**src/rtl/sha_serial_pkg.sv**
```systemverilog
// Shared types and sizing helpers for the bit-serial SHA-256 timing logic.
package sha_serial_pkg;

  typedef enum logic [1:0] {
    IDLE  = 2'd0,
    LO    = 2'd1,
    HI    = 2'd2,
    DRAIN = 2'd3
  } seq_state_t;

  localparam int W_WORD_DEF   = 32;
  localparam int N_ROUNDS_DEF = 64;

  // Index width for a counter over n values; never below one bit so that
  // degenerate sizes (n == 1) still produce a legal vector.
  function automatic int width_of(input int n);
    return (n > 1) ? $clog2(n) : 1;
  endfunction

  localparam int CNT_W = width_of(W_WORD_DEF);
  localparam int RND_W = width_of(N_ROUNDS_DEF);

endpackage

```
**src/rtl/serial_round_sequencer_bclk_gen.sv**
```systemverilog
// Bit-clock generator: phase counter that toggles bclk every HALF clk
// cycles, with a hold input honoured only at the start of a low half and
// strobes marking the end of each half-period and of each full bit.
module bclk_gen
  import sha_serial_pkg::*;
#(
  parameter int HALF = 2
) (
  input  logic clk,
  input  logic rst_n,
  input  logic i_run,
  input  logic i_hold,
  input  logic i_drain,
  output logic o_bclk,
  output logic o_half_end,
  output logic o_bit_end
);

  localparam int             PH_W    = width_of(HALF);
  localparam logic [PH_W-1:0] PH_LAST = PH_W'(HALF - 1);

  logic [PH_W-1:0] r_ph;
  logic            r_bclk;
  logic            w_hold;

  // Hold only bites in the first phase slot, so a started half always completes.
  assign w_hold     = i_hold && (r_ph == '0);
  assign o_half_end = i_run && !w_hold && (r_ph == PH_LAST);
  assign o_bit_end  = o_half_end && r_bclk;
  assign o_bclk     = r_bclk;

  // Phase counter and bclk toggle; bclk is held low while idle or draining.
  always_ff @(posedge clk or negedge rst_n) begin
    if (!rst_n) begin
      r_ph   <= '0;
      r_bclk <= 1'b0;
    end else if (!i_run) begin
      r_ph   <= '0;
      r_bclk <= 1'b0;
    end else if (w_hold) begin
      r_ph   <= r_ph;
    end else if (r_ph == PH_LAST) begin
      r_ph <= '0;
      if (!i_drain) r_bclk <= ~r_bclk;
    end else begin
      r_ph <= r_ph + 1'b1;
    end
  end

endmodule

```
**src/rtl/serial_round_sequencer.sv**
```systemverilog
// Master timing controller for the bit-serial SHA-256 datapath: drives the
// shared bit clock, the bit index within a word and the round index, and
// hands a start/busy/done handshake to the message/hash control.
module serial_round_sequencer
  import sha_serial_pkg::*;
#(
  parameter int W_WORD   = W_WORD_DEF,
  parameter int N_ROUNDS = N_ROUNDS_DEF,
  parameter int HALF     = 2
) (
  input  logic                            clk,
  input  logic                            rst_n,
  input  logic                            start,
  input  logic                            pause,
  output logic                            bclk,
  output logic [width_of(W_WORD)-1:0]     counter,
  output logic [width_of(N_ROUNDS)-1:0]   round,
  output logic                            word_first,
  output logic                            word_last,
  output logic                            round_last,
  output logic                            busy,
  output logic                            done
);

  localparam int               CW       = width_of(W_WORD);
  localparam int               RW       = width_of(N_ROUNDS);
  localparam logic [CW-1:0]    CNT_LAST = CW'(W_WORD - 1);
  localparam logic [RW-1:0]    RND_LAST = RW'(N_ROUNDS - 1);

  seq_state_t    r_state, w_state_n;
  logic [CW-1:0] r_cnt,   w_cnt_n;
  logic [RW-1:0] r_rnd,   w_rnd_n;
  logic          r_busy,  w_busy_n;
  logic          r_done,  w_done_n;

  logic w_run;
  logic w_hold;
  logic w_drain;
  logic w_bclk;
  logic w_half_end;
  logic w_bit_end;

  assign w_run   = (r_state != IDLE);
  assign w_hold  = pause && (r_state == LO);
  assign w_drain = (r_state == DRAIN);

  bclk_gen #(
    .HALF (HALF)
  ) u_bclk_gen (
    .clk        (clk),
    .rst_n      (rst_n),
    .i_run      (w_run),
    .i_hold     (w_hold),
    .i_drain    (w_drain),
    .o_bclk     (w_bclk),
    .o_half_end (w_half_end),
    .o_bit_end  (w_bit_end)
  );

  // Next-state decode: counter only moves on the bclk fall so it is stable
  // across every rising edge that consumers record on.
  always_comb begin
    w_state_n = r_state;
    w_cnt_n   = r_cnt;
    w_rnd_n   = r_rnd;
    w_busy_n  = r_busy;
    w_done_n  = 1'b0;
    unique case (r_state)
      IDLE: begin
        if (start) begin
          w_state_n = LO;
          w_busy_n  = 1'b1;
          w_cnt_n   = '0;
          w_rnd_n   = '0;
        end
      end
      LO: begin
        if (w_half_end) w_state_n = HI;
      end
      HI: begin
        if (w_bit_end) begin
          if (r_cnt != CNT_LAST) begin
            w_cnt_n   = r_cnt + 1'b1;
            w_state_n = LO;
          end else if (r_rnd != RND_LAST) begin
            w_cnt_n   = '0;
            w_rnd_n   = r_rnd + 1'b1;
            w_state_n = LO;
          end else begin
            w_cnt_n   = '0;
            w_state_n = DRAIN;
          end
        end
      end
      DRAIN: begin
        if (w_half_end) begin
          w_state_n = IDLE;
          w_busy_n  = 1'b0;
          w_done_n  = 1'b1;
          w_rnd_n   = '0;
        end
      end
      default: w_state_n = IDLE;
    endcase
  end

  // State and sequencing registers; reset drops straight back to IDLE.
  always_ff @(posedge clk or negedge rst_n) begin
    if (!rst_n) begin
      r_state <= IDLE;
      r_cnt   <= '0;
      r_rnd   <= '0;
      r_busy  <= 1'b0;
      r_done  <= 1'b0;
    end else begin
      r_state <= w_state_n;
      r_cnt   <= w_cnt_n;
      r_rnd   <= w_rnd_n;
      r_busy  <= w_busy_n;
      r_done  <= w_done_n;
    end
  end

  assign bclk       = w_bclk;
  assign counter    = r_cnt;
  assign round      = r_rnd;
  assign busy       = r_busy;
  assign done       = r_done;
  assign word_first = r_busy && (r_cnt == '0);
  assign word_last  = r_busy && (r_cnt == CNT_LAST);
  assign round_last = r_busy && (r_rnd == RND_LAST);

endmodule

```
**config.mk**
```make
export PLATFORM = sky130hd
export DESIGN_NAME = serial_round_sequencer
export DESIGN_NICKNAME = d
export VERILOG_FILES = /design/src/rtl/sha_serial_pkg.sv /design/src/rtl/serial_round_sequencer_bclk_gen.sv /design/src/rtl/serial_round_sequencer.sv
export SDC_FILE = /design/constraint.sdc
export NUM_CORES = 1
export LEC_CHECK = 0
export ABC_AREA = 1
export CELL_PAD_IN_SITES_DETAIL_PLACEMENT = 0
export CELL_PAD_IN_SITES_GLOBAL_PLACEMENT = 1
export CORE_MARGIN = 5
export CORE_UTILIZATION = 36
export DETAILED_ROUTE_END_ITERATION = 16
export PLACE_DENSITY = 0.76
export SETUP_SLACK_MARGIN = 0.05
export SLEW_MARGIN = 20
export SYNTH_ARGS = -nofsm -noshare
export SYNTH_HDL_FRONTEND = slang
export SYNTH_HIERARCHICAL = 1
export SYNTH_SLANG_ARGS = --single-unit
export TNS_END_PERCENT = 1
```
**constraint.sdc**
```tcl
create_clock -name clk -period 1.9 [get_ports clk]
set_input_delay 0.19 -clock clk [delete_from_list [all_inputs] [get_ports clk]]
set_output_delay 0.19 -clock clk [all_outputs]
set_load 0.01 [all_outputs]
```
# Word-level counts from Yosys, hierarchy flattened
# Index checks and enable logic that the tools add are counted.
# classes
addsub	3
mul	0
n_div	0
order_cmp	0
eq_ne	16
shift	0
mux	29
bitwise_logic	2
n_reduce_logical	20
# ops
op	count
$mux W6	5
$pmux W6 S3	1
$mux W5	3
$ne A2 B2 Y1 const B	7
$mux W2	6
$mux W1	11
$pmux W5 S2	1
$reduce_and A3 Y1	3
$logic_and A1 B1 Y1	8
$pmux W2 S4	1
$add A6 B1 Y6 const B	1
$eq A6 B6 Y1 const B	1
$ne A6 B6 Y1 const B	1
$reduce_and A6 Y1	1
$reduce_bool A2 Y1	3
$add A5 B1 Y5 const B	1
$eq A5 B5 Y1 const B	1
$logic_not A5 Y1	1
$ne A5 B5 Y1 const B	1
$eq A2 B2 Y1 const B	2
$ne A2 B1 Y1 const B	2
$reduce_and A4 Y1	1
$reduce_bool A3 Y1	1
$eq A2 B1 Y1 const B	1
other kinds (5)	6
# word_totals
ff_bits	17
latch_bits	0
mem_bits_rw	0
romBits	0
in_bits	4
out_inout_bits	17
memories	0

# Logic depth before layout (Yosys ltp)
# Gate-level depths: netlist of the first run.
# logic_depth
depth_word	9
depth_mapped	12

# Cells and area by module
# Netlist of the first run, hierarchy kept.
# modules_own_cells
module	n_inst	cells_each	area_per_inst_um2
serial_round_sequencer	1	125	932.1
bclk_gen	1	12	93.8

# Least setup slack after synthesis of the first run
# No wires, ideal clock.
# synth_path
path_kind	register to register
from	reg r_cnt[0], in the netlist counter[0]
to	reg r_rnd[0], in the netlist round[0]
setup_ns	0.118
arrival_time_ns	1.493
setup_slack_ns	0.289
stages_incl_launch_ff	13
n_path_buf	1
period_less_slack_ns	1.611
cell_sequence	dfrtp_1 ha_1 inv_1 nor3_1 ha_1 inv_1 nand3_1 nand2_1 inv_1 nand3_2 buf_6 nand2_1 o21ai_2
# synth_via
elab_chain_len	3
# synth_lines
item	line_no	text
start: declaration	serial_round_sequencer.sv:31	logic [CW-1:0] r_cnt, w_cnt_n;
start signal: assignment	serial_round_sequencer.sv:117	r_cnt <= w_cnt_n;
$ne A5 B5 Y1	serial_round_sequencer.sv:82	if (r_cnt != CNT_LAST) begin
$ne A2 B2 Y1 (no source line)	n/a	
$reduce_and A6 Y1 (no source line)	n/a	
end signal: assignment	serial_round_sequencer.sv:118	r_rnd <= w_rnd_n;
end: declaration	serial_round_sequencer.sv:32	logic [RW-1:0] r_rnd, w_rnd_n;
# No other way between the ends.
# A chain may end at the register's enable or synchronous reset.

# Worst setup path after layout of the first run
# layout_path
from	reg r_cnt[1], in the netlist counter[1]
to	out word_first
# layout_via
elab_chain_len	2
# layout_lines
item	line_no	text
$logic_not A5 Y1	serial_round_sequencer.sv:129	assign word_first = r_busy && (r_cnt == '0);
$logic_and A1 B1 Y1	serial_round_sequencer.sv:129	
end: declaration	serial_round_sequencer.sv:18	output logic word_first,
# No other way between the ends.

==> results of run 1 <==
[final timing paths]
check	slack (ps)	endpoint	from
worst max-delay path	150	word_first	counter[1]
worst max register to register	210	round[0]	counter[0]
min in group clk	500	u_bclk_gen/r_ph	u_bclk_gen/r_ph
worst min-delay path	200	counter[0]	rst_n
worst min register to register	500	u_bclk_gen/r_ph	u_bclk_gen/r_ph
max in group asynchronous	1490	round[0]	rst_n
[critical path, delay by kind of cell (launching register included)]
kind	cells	cell delay (ps)
flip-flops	1	400
AND/OR/NAND/NOR	2	190
buffers and inverters	3	500
adder cells (fa/ha/maj)	1	160
[layout make-up]
type,instances,share of cell area
inverter,26,0.0734
tap,31,0.0292
sequential,17,0.320
timing repair buffer,26,0.179
multi-input combinational,92,0.379
clock buffer,4,0.0198
[cell usage in the layout, fill, tap and decap left out, drive strengths merged]
cell	Yosys	routed
a21oi	4	4
buf	2	6
clkbuf	0	5
clkdlybuf4s50	0	17
dfrtp	17	17
dlygate4sd2	0	2
ha	4	4
inv	26	26
nand2	35	35
nand3	16	16
nand4	2	2
nor2	11	11
nor3	5	5
nor3b	1	1
o21ai	12	12
or2	2	2
[synth_stat cells (2+ instances only)]
cell type | instances | area share
inv_1 | 24 | 0.088
a21oi_1 | 4 | 0.020
nand2_2 | 4 | 0.024
inv_2 | 2 | 0.0073
nand2_1 | 31 | 0.11
nor3_1 | 5 | 0.024
dfrtp_1 | 17 | 0.41
nand4_1 | 2 | 0.012
o21ai_0 | 5 | 0.024
o21ai_2 | 7 | 0.060
or2_2 | 2 | 0.012
ha_1 | 4 | 0.049
nor2_1 | 9 | 0.033
nand3_1 | 15 | 0.073
nor2_2 | 2 | 0.012
[power by group]
group / internal (W) / switching (W)
Combinational: 0.000297 / 0.000474
Sequential: 0.000435 / 0.0000651
Clock: 0.0000818 / 0.000120
Total: 0.000814 / 0.000659
[cell families (layout without fill, tap and decap cells)]
kind of cell / after synthesis / in the layout / share of synthesized area
flops: 17 / 17 / 0.415
fa+ha+maj: 4 / 4 / 0.0488
compound gates: 16 / 16 / 0.104
buf+inv: 28 / 56 / 0.111
simple gates: 72 / 72 / 0.322
[sequential cells by signal (all words and copies together), names as in the netlist]
name / flops
busy: 1
counter: 5
done: 1
r_state: 2
round: 6
u_bclk_gen/o_bclk: 1
u_bclk_gen/r_ph: 1
[timing repair]
| action | in CTS | in global routing |
|---|---|---|
| pin swaps | 0 | 1 |
| gates resized for setup | 4 | 5 |
| hold endpoints to repair | 0 | 0 |
| buffers inserted | 1 | 0 |
| setup endpoints to repair | 3 | 7 |
[routing by layer]
metal | routed length [um] | share of wire
met5 | 0 | 0
met4 | 34 | 0.014
met3 | 104 | 0.044
met2 | 1180 | 0.49
met1 | 1070 | 0.45
[per-stage QoR]
| step | hold slack (ps) | area [um^2] | setup WS, ps | instances | util |
|---|---|---|---|---|---|
| 2_1_floorplan | -106 | 1030 | 289 | 137 | - |
| 6_report | 202 | 1330 | 150 | 196 | 0.486 |
| 5_1_grt | 224 | 1330 | 46.0 | 196 | 0.486 |
| 3_5_place_dp | 487 | 1290 | 95.5 | 191 | 0.470 |
| 3_3_place_gp | 469 | 1290 | 136 | 191 | 0.470 |
| 4_1_cts | 212 | 1320 | 58.6 | 196 | 0.482 |
==> summary.md, run 1 <==
| Metric | Value |
|---|---|
| Clock Skews | `approximately 11 ps` |
| Gpl congestion | `a little under 0.8` |
| Via count | `around 940` |
| Post-synth cell types | `19` |
| CTS tree | `done` |
| Post-Syn Nets | `about 150` |
| GR Layer Usage met3 | `0.0266` |
| Setup_tns | `0 ps` |
| Met2 usage | `0.225` |
| Full die area | `approximately 0.004 mm^2` |
| Final Cycle Share | `0.921` |
| Peak supply drop | `approximately 0.00072 V` |
| Leakage | `0.650 nW` |
| Type of origin of the critical path | `flop` |
| Post-Syn Instances | `around 140` |
| Final Power | `approximately 0.0015 W` |
| Rel. slew slack | `0.786` |
| Total number of yosys warnings | `6` |
| Max frequency | `between 500 and 600 MHz` |
| Seq/Total Area, Yosys | `0.415` |
| Slowest stage delay, CP | `about 400 ps` |
| Core ar. | `approximately 0.0027 mm^2` |
| CTS Sinks | `17` |
| Worst hold path type | `in -> async` |
| Initial DRC count | `39` |
| Post-DP HPWL | `about 1800 um` |
| Grt ovf | `0` |
| Initial Utilization | `0.375` |
| Period minus WS final | `1750 ps` |
| Worst-Margin Slew | `318 ps` |
| Routed Antenna Nets | `0` |
| Die Y-Extent | `~63 um` |
| WS Path Type | `reg -> out` |
| Outcome | `completed` |
| Top FF cell, synth | `dfrtp_1` |
| Worst EP arrival | `1560 ps` |
| Cell Chain, Critical Path | `buf_4 -> inv_1 -> ha_1 -> nand3_1 -> nor3_1 -> dlygate4sd2_1` |
| Syn Std Cell Area | `just over 0.001 mm^2` |
| PwrDens | `1110 mW/mm^2` |
| Endpoints failing setup | `0` |
| Cell Rows | `19` |
| DRC Markers | `0` |
| Worst reg2reg path depth | `11` |
| Top Ports | `21` |
| # port buffers | `20` |
| Setup crit end kind | `output pin` |
| First-pass GRT wire length | `between 4000 and 5000 um` |
| Final #Nets | `between 150 and 200` |
| Cts bufs inserted | `3` |
| DRT Wirelength | `between 2000 and 2500 um` |
| Worst-path clk slew | `about 110 ps` |
| Multi-input logic area | `504 um^2` |
| TritonRoute pass-1 iters | `4` |
| Slowest-stage cell, CP | `dfrtp_1` |
| EDFF count, synth | `0` |
| Via/cell ratio | `4.80` |
| Vias in the first global route | `953` |
| Width of the die | `around 63 um` |
| Largest net degree at the start of global routing | `18` |
| CTS root buf | `clkbuf_4` |
| Total global-route track usage | `0.131` |
| Wire length per cell | `~12 um` |
| Register area | `425 um^2` |
| Share of layout cells above drive strength 1 | `0.188` |
| ANT cells | `0` |
| Max-cap violations | `0` |
| Initial antenna violation count | `0` |
| RSZ-0062 raised after global routing | `no` |
| Final Hold Fails | `0` |
| Synth Area per Inst | `7.49 um^2` |
| Worst skew pair latency | `300 ps` |
| Clock Path Buffers | `2` |
| H-Tree Depth | `1` |
| Met1 Use GR | `0.156` |
| Async SR Flop Fraction | `1.00` |
| Crit path max fanout | `3` |
| Synth Register Bits | `17` |
| FILL cells | `approximately 270` |
| GRT Max-Usage Layer | `met2` |
| CP required | `1710 ps` |
| Slew Viols, Final | `0` |
| Hold_buf cts | `0` |
| Area grow syn2layout | `29.6%` |
Note: power is estimated with default switching activity, not from simulation.
==> run 2: changes to the inputs <==
Settings changed: CORE_MARGIN 5 to 4, GPL_ROUTABILITY_DRIVEN set to 0.
Clock period 1.9 ns to 1.8 ns, I/O delays scaled along.
==> run 2 against run 1 <==
Combinational power up 20%. Clock power grew 2%. Clock skew down 3.5 ps. Largest power group unchanged. Die area down 6.2%. Global-route usage rose by 0.68 points. Sequential share of layout area fell by 0.79 points. Non-clock buffer count rose by 3. Sequential cell count stayed put. Clock-buffer cell count unchanged.
==> summary.md, run 2 (synthesis gave the netlist of run 1 again) <==
| Metric | Value |
|---|---|
| Outcome | `completed` |
| Pre-CTS setup slack | `between 20 and 30 ps` |
| Crit path max fanout | `12` |
| Most frequent cells in the layout | `31 x nand2_1, 24 x inv_1, 17 x dfrtp_1, 17 x clkdlybuf4s50_1, 14 x nand3_1` |
| Cell Rows | `19` |
| Hold_buf cts | `0` |
| Setup_tns | `0 ps` |
| Initial Utilization | `0.375` |
| Comb power frac | `0.562` |
| Worst EP arrival | `1820 ps` |
| Vias in the first global route | `about 860` |
| Final Cycle Share | `0.908` |
| Full die area | `between 0.003 and 0.004 mm^2` |
| Grt ovf | `0` |
| First-pass GRT wire length | `slightly below 4000 um` |
| Endpoints failing setup | `0` |
| Leakage | `~0.67 nW` |
| Worst-path clk slew | `approximately 100 ps` |
| Buf/Inv on CP | `4` |
| H-Tree Depth | `1` |
| CTS root buf | `clkbuf_4` |
| Max frequency | `just over 600 MHz` |
| Cts bufs inserted | `3` |
| Die Y-Extent | `61.4 um` |
| Rel. slew slack | `0.834` |
| Initial antenna violation count | `0` |
| Commonest non-fill, non-tap cell in the layout | `nand2_1` |
| Cell Chain, Critical Path | `ha_2 -> inv_1 -> nor3_2 -> ha_2 -> inv_1 -> nand3_2 -> nand2_1 -> inv_1 -> nand3_2 -> buf_12 -> nand2_1 -> o21ai_2` |
| Total global-route track usage | `0.137` |
| Final worst slack | `roughly 160 ps` |
| DRT Wirelength | `around 2200 um` |
| Slew Viols, Final | `0` |
| Final #Nets | `177` |
| Cell family with most CP delay | `adder cells` |
| Via/cell ratio | `~4.7` |
| ANT cells | `0` |
| CP required | `between 1500 and 2000 ps` |
| Worst-Margin Slew | `246 ps` |
| Max FFs per register | `6` |
| Worst skew pair latency | `a little under 300 ps` |
| Period minus WS final | `~1600 ps` |
| Clock Skews | `between 7 and 8 ps` |
| Worst hold path type | `in -> async` |
| Slowest-stage cell, CP | `dfrtp_1` |
| Core ar. | `between 0.002 and 0.003 mm^2` |
| DRC Markers | `0` |
| Cell mode on critical path | `inv_1` |
| Clock Path Buffers | `2` |
| Clock power frac | `0.125` |
| Type of origin of the critical path | `flop` |
| PwrDens | `roughly 1200 mW/mm^2` |
| WS Path Type | `reg -> reg` |
| Peak supply drop | `0.000549 V` |
| Switching Fraction | `0.426` |
| CTS tree | `done` |
| Multi-input logic area | `between 500 and 600 um^2` |
| Slowest stage delay, CP | `380 ps` |
| Final Hold Fails | `0` |
| Int Pwr | `0.000942 W` |
| Area grow syn2layout | `32.9%` |
| CTS Sinks | `17` |
| Setup crit end kind | `flop` |
| RSZ-0062 raised after global routing | `yes` |
| Top Ports | `21` |
| Initial DRC count | `45` |
| Routed Antenna Nets | `0` |
| Hold slack | `between 200 and 250 ps` |
| Sw Pwr | `between 0.0007 and 0.0008 W` |
| Largest net degree at the start of global routing | `18` |
| Post-DP HPWL | `between 1500 and 2000 um` |
| Width of the die | `approximately 61 um` |
| FILL cells | `~280` |
| Seq pwr share | `0.313` |
| Max-cap violations | `0` |
| # port buffers | `20` |
| Share of layout cells above drive strength 1 | `0.220` |
| Via count | `930` |
| Wire length per cell | `between 10 and 15 um` |
| Register area | `between 400 and 500 um^2` |
| TritonRoute pass-1 iters | `4` |
==> run 2: cell count changes in the layout (fill, tap and decap cells not counted) <==
cell,change
nand3_1,-1
buf_12,+1
buf_2,+1
buf_4,+2
nand3_4,-1
nor3_1,-1
dlygate4sd2_1,-1
nor3_2,+1
nand3_2,+2
==> run 2: area by class of cell <==
| cell class | count | share of cell area |
|---|---|---|
| multi-input cells | 92 | 0.372 |
| well taps | 31 | 0.0284 |
| repair buffers | 29 | 0.197 |
| flip-flops and latches | 17 | 0.312 |
| inverters | 26 | 0.0716 |
| clock buffers | 4 | 0.0193 |
==> run 2: worst paths after layout <==
path / startpoint / endpoint / slack (ps) / cells after the start
min: rst_n / round[1] / 210 / 2
max: counter[0] / round[0] / 160 / 12
max reg2reg: counter[0] / round[0] / 160 / 12
min in group clk: u_bclk_gen/r_ph / u_bclk_gen/r_ph / 490 / 1
min reg2reg: u_bclk_gen/r_ph / u_bclk_gen/r_ph / 490 / 1
max in group asynchronous: rst_n / r_state[0] / 1380 / 2
==> run 2: repair_timing <==
item,4_1_cts,5_1_grt
cloned,0,0
pin swaps,1,0
resized for setup,5,8
setup buffers,2,0
endpoints found under the setup margin,5,9
endpoints found under the hold margin,0,0
==> run 2: stage by stage <==
| stage | total power, W | utilization | cell area [um^2] | cells |
|---|---|---|---|---|
| floorplan | 0.00108 | - | 1030 | 137 |
| global placement | 0.00143 | 0.481 | 1310 | 193 |
| detailed placement | 0.00144 | 0.481 | 1310 | 193 |
| CTS | 0.00166 | 0.497 | 1360 | 199 |
| global route | 0.00180 | 0.499 | 1360 | 199 |
| finish | 0.00164 | 0.499 | 1360 | 199 |
==> run 2: metal layers <==
layer / routed length [um] / global-route usage
met1: 1060 / 0.178
met2: 1050 / 0.218
met3: 98 / 0.0335
met4: 28 / 0.0606
met5: 0 / 0
==> run 2: power by group through the flow <==
stage / sequential, W / clock (W) / combinational [W]
floorplan: 0.000565 / 0 / 0.000518
global placement: 0.000519 / 0 / 0.000912
detailed placement: 0.000525 / 0 / 0.000919
CTS: 0.000514 / 0.000218 / 0.000932
global route: 0.000523 / 0.000242 / 0.00104
finish: 0.000514 / 0.000206 / 0.000924
==> run 3: changes to the inputs <==
Settings changed: CORE_MARGIN 4 to not set.
==> run 3 against run 2 <==
First-iteration DRC count is 58% lower. Clock skew is 5.2 ps lower. Worst hold slack worse by 13 ps. Sequential power grew 3%. Sequential share of layout area decreased by 1.5 points. Via count rose by 5.1%. Critical path depth unchanged. Global-route usage up 1.9 points. Largest power group unchanged.
==> summary.md, run 3 (synthesis gave the netlist of run 1 again) <==
| Metric | Value |
|---|---|
| Outcome | `completed` |
| Cell family with most CP delay | `simple AND/OR/NAND/NOR gates` |
| Final Hold Fails | `0` |
| Clock Skews | `2.26 ps` |
| Slowest stage delay, CP | `around 390 ps` |
| Via/cell ratio | `between 4 and 5` |
| Routed Antenna Nets | `0` |
| Worst reg2reg path depth | `12` |
| CTS tree | `done` |
| Largest net degree at the start of global routing | `18` |
| Vias in the first global route | `between 800 and 900` |
| FILL cells | `approximately 260` |
| Width of the die | `55.4 um` |
| Type of origin of the critical path | `flop` |
| Die Y-Extent | `55.4 um` |
| Final Power | `between 0.0015 and 0.002 W` |
| Dpl cell area | `approximately 0.0013 mm^2` |
| Buf/Inv on CP | `4` |
| Total global-route track usage | `0.157` |
| Worst reg2reg startpoint | `counter[0]` |
| TritonRoute pass-1 iters | `4` |
| Wire length per cell | `12.2 um` |
| Max-cap violations | `0` |
| Most frequent cells in the layout | `26 x nand2_1, 21 x inv_1, 17 x dfrtp_1, 17 x clkdlybuf4s50_1, 14 x nand3_1` |
| Clock Path Buffers | `2` |
| Non-filler instance count after layout | `198` |
| Commonest non-fill, non-tap cell in the layout | `nand2_1` |
| H-Tree Depth | `1` |
| Worst EP arrival | `1930 ps` |
| Period minus WS final | `between 1500 and 2000 ps` |
| Leakage | `between 0.7 and 0.8 nW` |
| Core ar. | `approximately 0.0026 mm^2` |
| Initial antenna violation count | `0` |
| Grt ovf | `0` |
| Max FFs per register | `6` |
| Post-DP HPWL | `roughly 1700 um` |
| DRT Wirelength | `roughly 2400 um` |
| Slew Viols, Final | `0` |
| Peak supply drop | `0.000760 V` |
| Worst skew pair latency | `roughly 290 ps` |
| Hold_buf cts | `0` |
| Max frequency | `578 MHz` |
| Share of layout cells above drive strength 1 | `0.262` |
| Worst hold path type | `in -> async` |
| Placed cells | `191` |
| Endpoints failing setup | `0` |
| Via count | `977` |
| Worst-Margin Slew | `312 ps` |
| Reg2reg end | `round[5]` |
| Cell Rows | `18` |
| Cell mode on critical path | `inv_2` |
| CP required | `2000 ps` |
| Worst-path clk slew | `110 ps` |
| Slowest-stage cell, CP | `dfrtp_1` |
| First-pass GRT wire length | `3840 um` |
| Initial DRC count | `19` |
| Crit path max fanout | `6` |
| Area grow syn2layout | `39.6%` |
| Setup crit end kind | `flop` |
| Final Cell Area | `~0.0014 mm^2` |
| PwrDens | `1290 mW/mm^2` |
| CTS root buf | `clkbuf_4` |
| Top Ports | `21` |
| Full die area | `a little over 0.003 mm^2` |
| Cts bufs inserted | `3` |
| Reg-to-reg slack, setup | `a little under 70 ps` |
| Final #Nets | `177` |
| Cell Chain, Critical Path | `ha_2 -> inv_2 -> nor3_2 -> ha_2 -> inv_2 -> nand3_2 -> nand2_1 -> inv_2 -> nand3_4 -> buf_12 -> nand2_4 -> o21ai_2` |
| WS Path Type | `reg -> reg` |
| RSZ-0062 raised after global routing | `yes` |
| Initial Utilization | `0.396` |
| Rel. slew slack | `0.791` |
| # port buffers | `20` |
| ANT cells | `0` |
| Final Cycle Share | `0.962` |
| CTS Sinks | `17` |
| DRC Markers | `0` |
run 3: cell count changes in the layout (fill, tap and decap cells not counted), sizes merged:
cell           delta
buf               -1
clkdlybuf4s15     +1
run 3: repair_timing:
| item | in CTS | in global routing |
|---|---|---|
| gates cloned | 0 | 1 |
| gates resized for setup | 8 | 19 |
| buffers inserted | 0 | 2 |
| pin swaps | 1 | 2 |
| setup endpoints to repair | 3 | 9 |
run 3: metrics by stage:
step / setup slack, ps / TNS (ps) / utilization / hold slack [ps]
final: 69.2 / 0 / 0.553 / 202
after global routing: -47.0 / -206 / 0.553 / 232
after CTS: 64.2 / 0 / 0.517 / 201
after detailed placement: 68.1 / 0 / 0.504 / 494
after global placement: 114 / 0 / 0.504 / 476
after floorplan: 189 / 0 / - / -116
run 3: final cells by class:
cell class	count	area, um^2	area share
multi-input cells	92	554	0.387
flip-flops and latches	17	425	0.297
repair buffers	29	292	0.203
inverters	26	97.6	0.0681
well taps	30	37.5	0.0262
clock buffers	4	26.3	0.0183
run 3: worst max path at each step:
stage,to,start,slack [ps],cells past startpoint
floorplan,round[0],counter[0],190,12
global placement,word_last,counter[1],110,7
detailed placement,word_last,counter[0],70,7
CTS,word_last,counter[0],60,7
global route,round[5],counter[1],-50,12
finish,round[5],counter[0],70,12
run 3: worst reg2reg max path: stages, from the launching register on:
cell and delay, ps:
dfrtp_1 390, ha_2 200, inv_2 40, nor3_2 170
ha_2 210, inv_2 50, nand3_2 80, nand2_1 60
inv_2 70, nand3_4 100, buf_12 170, nand2_4 60
o21ai_2 50
run 3: layer usage:
layer / vias up / share of wire / track usage
li1: 495 / - / -
met1: 468 / 0.50 / 0.219
met2: 12 / 0.47 / 0.243
met3: 2 / 0.021 / 0.0258
met4: 0 / 0.0050 / 0.0607
met5: - / 0 / 0
run 3: where the power goes:
group | switching [W] | total [W] | internal, W
sequential | 0.0000708 | 0.000530 | 0.000459
clock | 0.000127 | 0.000214 | 0.0000862
combinational | 0.000615 | 0.00110 | 0.000490
total | 0.000813 | 0.00185 | 0.00104
